File: config.mk
export PLATFORM = sky130hd
export DESIGN_NAME = dcache_direct_wb
export DESIGN_NICKNAME = d
export VERILOG_FILES = /design/src/rtl/dcache_direct_wb.sv
export SDC_FILE = /design/constraint.sdc
export NUM_CORES = 1
export LEC_CHECK = 0
export CELL_PAD_IN_SITES_DETAIL_PLACEMENT = 1
export CELL_PAD_IN_SITES_GLOBAL_PLACEMENT = 1
export CORE_ASPECT_RATIO = 0.8
export CORE_MARGIN = 5
export CORE_UTILIZATION = 50
export CTS_CLUSTER_DIAMETER = 80
export DETAILED_ROUTE_END_ITERATION = 10
export PLACE_DENSITY_LB_ADDON = 0.05
export SLEW_MARGIN = 20
export SYNTH_ARGS = -nofsm -noshare
export SYNTH_HDL_FRONTEND = slang
export SYNTH_SLANG_ARGS = --single-unit
File: constraint.sdc
create_clock -name clk -period 6.8 [get_ports clk]
set_input_delay 1.36 -clock clk [delete_from_list [all_inputs] [get_ports clk]]
set_output_delay 1.36 -clock clk [all_outputs]
set_load 0.005 [all_outputs]
File: src/rtl/dcache_direct_wb.sv
// rtl/dcache_direct_wb.sv - direct-mapped, write-back, write-allocate data cache
//
// Responder on the CPU DCACHE interface, fronting a slow line-wide memory.
// Lines are 4 x 32-bit words; LINES = 2**INDEX_W; tag = proc_addr[29:INDEX_W+2].
//
// Ports:
//   clk, rst_n        clock, synchronous active-low reset
//   proc_read         CPU load request
//   proc_write        CPU store request (wins if both are asserted)
//   proc_addr[29:0]   word address: [1:0] word, [INDEX_W+1:2] index, rest tag
//   proc_wdata[31:0]  store data
//   proc_stall        CPU must hold its request
//   proc_rdata[31:0]  load data, valid when proc_read=1 and proc_stall=0
//   mem_read          line fill request
//   mem_write         line write-back request
//   mem_addr[27:0]    line address
//   mem_wdata[127:0]  victim line, word0 in [31:0]
//   mem_ready         one-cycle completion pulse
//   mem_rdata[127:0]  fill line, valid with mem_ready, word0 in [31:0]
module dcache_direct_wb #(
   parameter int INDEX_W = 3
) (
   input  logic         clk,
   input  logic         rst_n,
   input  logic         proc_read,
   input  logic         proc_write,
   input  logic [29:0]  proc_addr,
   input  logic [31:0]  proc_wdata,
   output logic         proc_stall,
   output logic [31:0]  proc_rdata,
   output logic         mem_read,
   output logic         mem_write,
   output logic [27:0]  mem_addr,
   output logic [127:0] mem_wdata,
   input  logic         mem_ready,
   input  logic [127:0] mem_rdata
);

   localparam int LINES = 2**INDEX_W;
   localparam int TAG_W = 28 - INDEX_W;

   typedef enum logic [1:0] {
      S_IDLE,
      S_WB,
      S_ALLOC
   } state_t;

   state_t state, state_nxt;

   logic [LINES-1:0] valid_q;
   logic [LINES-1:0] dirty_q;
   logic [TAG_W-1:0] tag_q  [LINES];
   logic [127:0]     data_q [LINES];

   logic [INDEX_W-1:0] idx;
   logic [TAG_W-1:0]   req_tag;
   logic [1:0]         word_sel;
   logic [127:0]       line_sel;
   logic               req;
   logic               hit;
   logic               victim_dirty;
   logic               store_hit;
   logic               fill_done;

   assign idx          = proc_addr[INDEX_W+1:2];
   assign req_tag      = proc_addr[29:INDEX_W+2];
   assign word_sel     = proc_addr[1:0];
   assign req          = proc_read | proc_write;
   assign line_sel     = data_q[idx];
   assign hit          = valid_q[idx] && (tag_q[idx] == req_tag);
   assign victim_dirty = valid_q[idx] & dirty_q[idx];

   // The selected word is always presented; it only matters on a read hit.
   assign proc_rdata = line_sel[{word_sel, 5'b0} +: 32];

   always_ff @(posedge clk) begin
      if (!rst_n) begin
         state <= S_IDLE;
      end else begin
         state <= state_nxt;
      end
   end

   // The cache holds no copy of the CPU request: the CPU keeps proc_addr
   // stable while stalled, so WB/ALLOC address everything through it.
   always_comb begin
      state_nxt  = state;
      proc_stall = 1'b0;
      mem_read   = 1'b0;
      mem_write  = 1'b0;
      mem_addr   = '0;
      mem_wdata  = '0;
      store_hit  = 1'b0;
      fill_done  = 1'b0;
      case (state)
         S_IDLE: begin
            if (req) begin
               if (hit) begin
                  store_hit = proc_write;
               end else begin
                  proc_stall = 1'b1;
                  state_nxt  = victim_dirty ? S_WB : S_ALLOC;
               end
            end
         end
         S_WB: begin
            proc_stall = 1'b1;
            mem_write  = 1'b1;
            mem_addr   = {tag_q[idx], idx};
            mem_wdata  = line_sel;
            // Dirty bit stays set here; the fill that follows clears it.
            if (mem_ready) begin
               state_nxt = S_ALLOC;
            end
         end
         S_ALLOC: begin
            proc_stall = 1'b1;
            mem_read   = 1'b1;
            mem_addr   = proc_addr[29:2];
            // Store data is not merged into the fill: the held request
            // re-evaluates as a hit in IDLE and the store applies then.
            if (mem_ready) begin
               fill_done = 1'b1;
               state_nxt = S_IDLE;
            end
         end
         default: begin
            state_nxt = S_IDLE;
         end
      endcase
   end

   always_ff @(posedge clk) begin
      if (!rst_n) begin
         valid_q <= '0;
         dirty_q <= '0;
      end else if (fill_done) begin
         valid_q[idx] <= 1'b1;
         dirty_q[idx] <= 1'b0;
      end else if (store_hit) begin
         dirty_q[idx] <= 1'b1;
      end
   end

   // Tag and data arrays carry no reset; valid_q alone qualifies them.
   always_ff @(posedge clk) begin
      if (rst_n) begin
         if (fill_done) begin
            data_q[idx] <= mem_rdata;
            tag_q[idx]  <= req_tag;
         end else if (store_hit) begin
            data_q[idx][{word_sel, 5'b0} +: 32] <= proc_wdata;
         end
      end
   end

endmodule
==> impl_metrics.json <==
{
  "hold_viol": 0,
  "synth_seq_cells": 1242,
  "yosys.area.top_type": "edfxtp_1",
  "syn_area_um2": 50100,
  "dieHeight_um": 293,
  "fillCellCount": 8903,
  "ant_nets": 0,
  "ir_worst_vdd_v": 0.000229,
  "drv_slew": 0,
  "yosys-mux-area-fraction": 0.0760,
  "cts_buffer_depth": 3,
  "row_count": 103,
  "worstMarginPinSlew_ns": 1.11,
  "required_ns": 5.44,
  "synthXorXnorAreaFrac": 0.00192,
  "power_switching_mw": 3.76,
  "cts.clk_slew.worst_paths_ns": 0.06,
  "synth_cell_type_count": 58,
  "slew_headroom": 0.256,
  "syn_nets": 3358,
  "gp_congestion": 0.857,
  "min_path_type": "flop to flop",
  "slowest_delay_ns": 0.64,
  "synth_warnings": 0,
  "first_pass_iters": 6,
  "cp_max_fo": 42,
  "seqCellArea_um2": 37100,
  "yosys-top-cells-count": "1224 x edfxtp_1, 359 x a22oi_1, 202 x nand2_1, 196 x mux2i_1, 133 x inv_1",
  "postSynthAreaPerCell_um2": 15.9,
  "skew_ns": 0.0347,
  "p_int_mw": 12.6,
  "switching_share": 0.231,
  "p_seq_frac": 0.519,
  "maxCapViolCount": 0,
  "syn_inst": 3154,
  "p_clk_frac": 0.403,
  "rsz0062_at_grt": "no",
  "avgViaCountPerCell": 6.78,
  "power_frac_comb": 0.078,
  "arrival_ns": 5.25,
  "ys.flop_type": "edfxtp_1",
  "cts_tree": "done",
  "slowest_stage": "or4_1",
  "grt_pass1_wl_mm": 267,
  "synth_fa_ha_area_frac": 0.00225,
  "cts_setup_buffers": 0,
  "fin_setup_tns_ns": 0,
  "multiInputGateArea_um2": 12200,
  "start_kind": "input pin",
  "drt-total-wl_mm": 192,
  "cts_sinks": 1242,
  "cts_resized": 0,
  "core-area_um2": 99100,
  "cp-end-kind": "output pin",
  "ys_seq_area_frac": 0.740,
  "synth_edf_count": 1224,
  "grt_pass1_vias": 33900,
  "worstPathCellList": "buf_4 > nand2b_1 > o22ai_1 > o21ai_0 > nand4_1 > or4_1 > nor4_4 > nor3b_1 > o21ba_2 > clkdlybuf4s50_1",
  "drt_iter0_markers": 5148,
  "die-area_um2": 107000,
  "synth-compound-area-share": 0.0995,
  "port_buffers": 385,
  "area_growth_pct": 21.5,
  "drc": 0,
  "grt_max_degree": 86,
  "clock_latency_ns": 0.73,
  "setup_slack_ns": 0.189,
  "cts-hold-fix-buffers": 0,
  "async_reset_ff_frac": 0,
  "route.vias.total": 34100,
  "synth_top_family_by_area": "compound AO/OA/AOI/OAI gates",
  "cts_made_buffers": 120,
  "antenna_found_initial": 9,
  "critPathKind": "input pin to output pin",
  "leakage_nw": 20.8,
  "wl_per_cell_um": 38.3,
  "ys_top_cells_by_area": "edfxtp_1 73%, a22oi_1 5.4%, mux2i_1 3.9%",
  "fmax_mhz": 151,
  "drive_above_1_share": 0.137,
  "io_pins": 386,
  "dp_hpwl_mm": 124,
  "grt_usage": 0.355,
  "yosysTopAreaCellShare": 0.733,
  "clock-root-buffer": "clkbuf_16",
  "pwr_density_cell_nw_per_um2": 268,
  "start_util": 0.506,
  "min_period_over_period": 0.972,
  "status": "finished, final reports clean",
  "synth_most_common_cell": "edfxtp_1",
  "cts.htree.levels": 3,
  "holdWs_ns": 0.458,
  "die_w_um": 364,
  "final_nets": 3821,
  "post-place-ws_ns": 0.216,
  "yosys.area_share.simple": 0.0540,
  "fin_crit_ns": 6.61,
  "grt_overflow": 0,
  "setup_viol_count_final": 0
}
==> registers in the layout, summed over array words and instances, names as in the netlist, named ones only <==
name     flops
data_q    1024
state        2
valid_q      8
tag_q      200
==> cell usage in the layout, fill, tap and decap left out, types with 14 or more instances in the layout <==
cell,instances
clkbuf_1,25
buf_4,111
nand3_1,52
clkinv_2,30
nand2_1,201
nand4_1,55
nor2_1,68
nor2b_1,17
buf_12,48
mux2i_1,196
edfxtp_1,1224
a21oi_4,32
or3_1,16
mux4_2,52
clkinv_1,27
dfxtp_1,18
a22o_1,34
a222oi_1,16
o21ai_0,43
mux2_2,60
inv_1,133
a21oi_1,41
clkdlybuf4s50_1,381
and2_1,82
a22oi_1,359
nor3_1,14
a221oi_1,32
a31oi_1,54
o22ai_1,26
clkbuf_16,121
==> power groups by stage <==
stage / logic, mW / clock network, mW / registers, mW
after global routing: 1.31 / 6.96 / 8.47
after CTS: 1.25 / 6.61 / 8.47
after floorplan: 0.530 / 0 / 8.63
after detailed placement: 1.24 / 0 / 8.63
final: 1.28 / 6.58 / 8.47
after global placement: 1.20 / 0 / 8.63
==> per-stage QoR <==
stage	util	cell area, µm²	instances	total power, mW
2_1_floorplan	-	50100	3154	9.16
4_1_cts	0.615	60900	5029	16.3
6_report	0.615	60900	5030	16.3
3_5_place_dp	0.576	57100	4807	9.87
3_3_place_gp	0.576	57100	4807	9.83
5_1_grt	0.615	60900	5029	16.7
==> final cells by class <==
class / count / area share
Antenna cell: 1 / 0.0000411
Clock buffer: 148 / 0.0517
Clock inverter: 74 / 0.0108
Inverter: 136 / 0.00842
Multi-Input combinational cell: 1575 / 0.201
Sequential cell: 1242 / 0.609
Tap cell: 1312 / 0.0269
Timing Repair Buffer: 542 / 0.0923
==> path summary, 6_finish.rpt <==
kind | start | endpoint | slack (ns) | cells past startpoint
max | proc_addr[2] | proc_stall | 0.19 | 10
min | valid_q[4]$_SDFFE_PN0P_ | valid_q[4]$_SDFFE_PN0P_ | 0.46 | 1
max reg2reg | tag_q[6][20]$_DFFE_PP_ | data_q[7][98]$_DFFE_PP_ | 1.68 | 10
min reg2reg | valid_q[4]$_SDFFE_PN0P_ | valid_q[4]$_SDFFE_PN0P_ | 0.46 | 1
==> cell families (layout without fill, tap and decap cells) <==
family	after synthesis	in the layout
multiplexers	308	308
XOR/XNOR	11	11
AND/OR/NAND/NOR	553	553
buffers and inverters	337	900
other	0	1
adder cells (fa/ha/maj)	9	9
AO/OA/AOI/OAI	694	694
flip-flops	1242	1242
==> routing by layer <==
| layer | vias up | wire, µm | global-route usage |
|---|---|---|---|
| li1 | 13500 | - | - |
| met1 | 17800 | 76700 | 0.526 |
| met2 | 2538 | 84700 | 0.526 |
| met3 | 374 | 23900 | 0.0830 |
| met4 | 6 | 7180 | 0.114 |
| met5 | - | 50 | 0 |
==> worst max-delay path: cells and delay by family <==
kind                   cells  cell delay, ns
AOI/OAI and AO/OA          3            0.67
buffers and inverters      2            1.02
and+or+nand+nor            5            2.16
(Power assumes the default switching activity.)
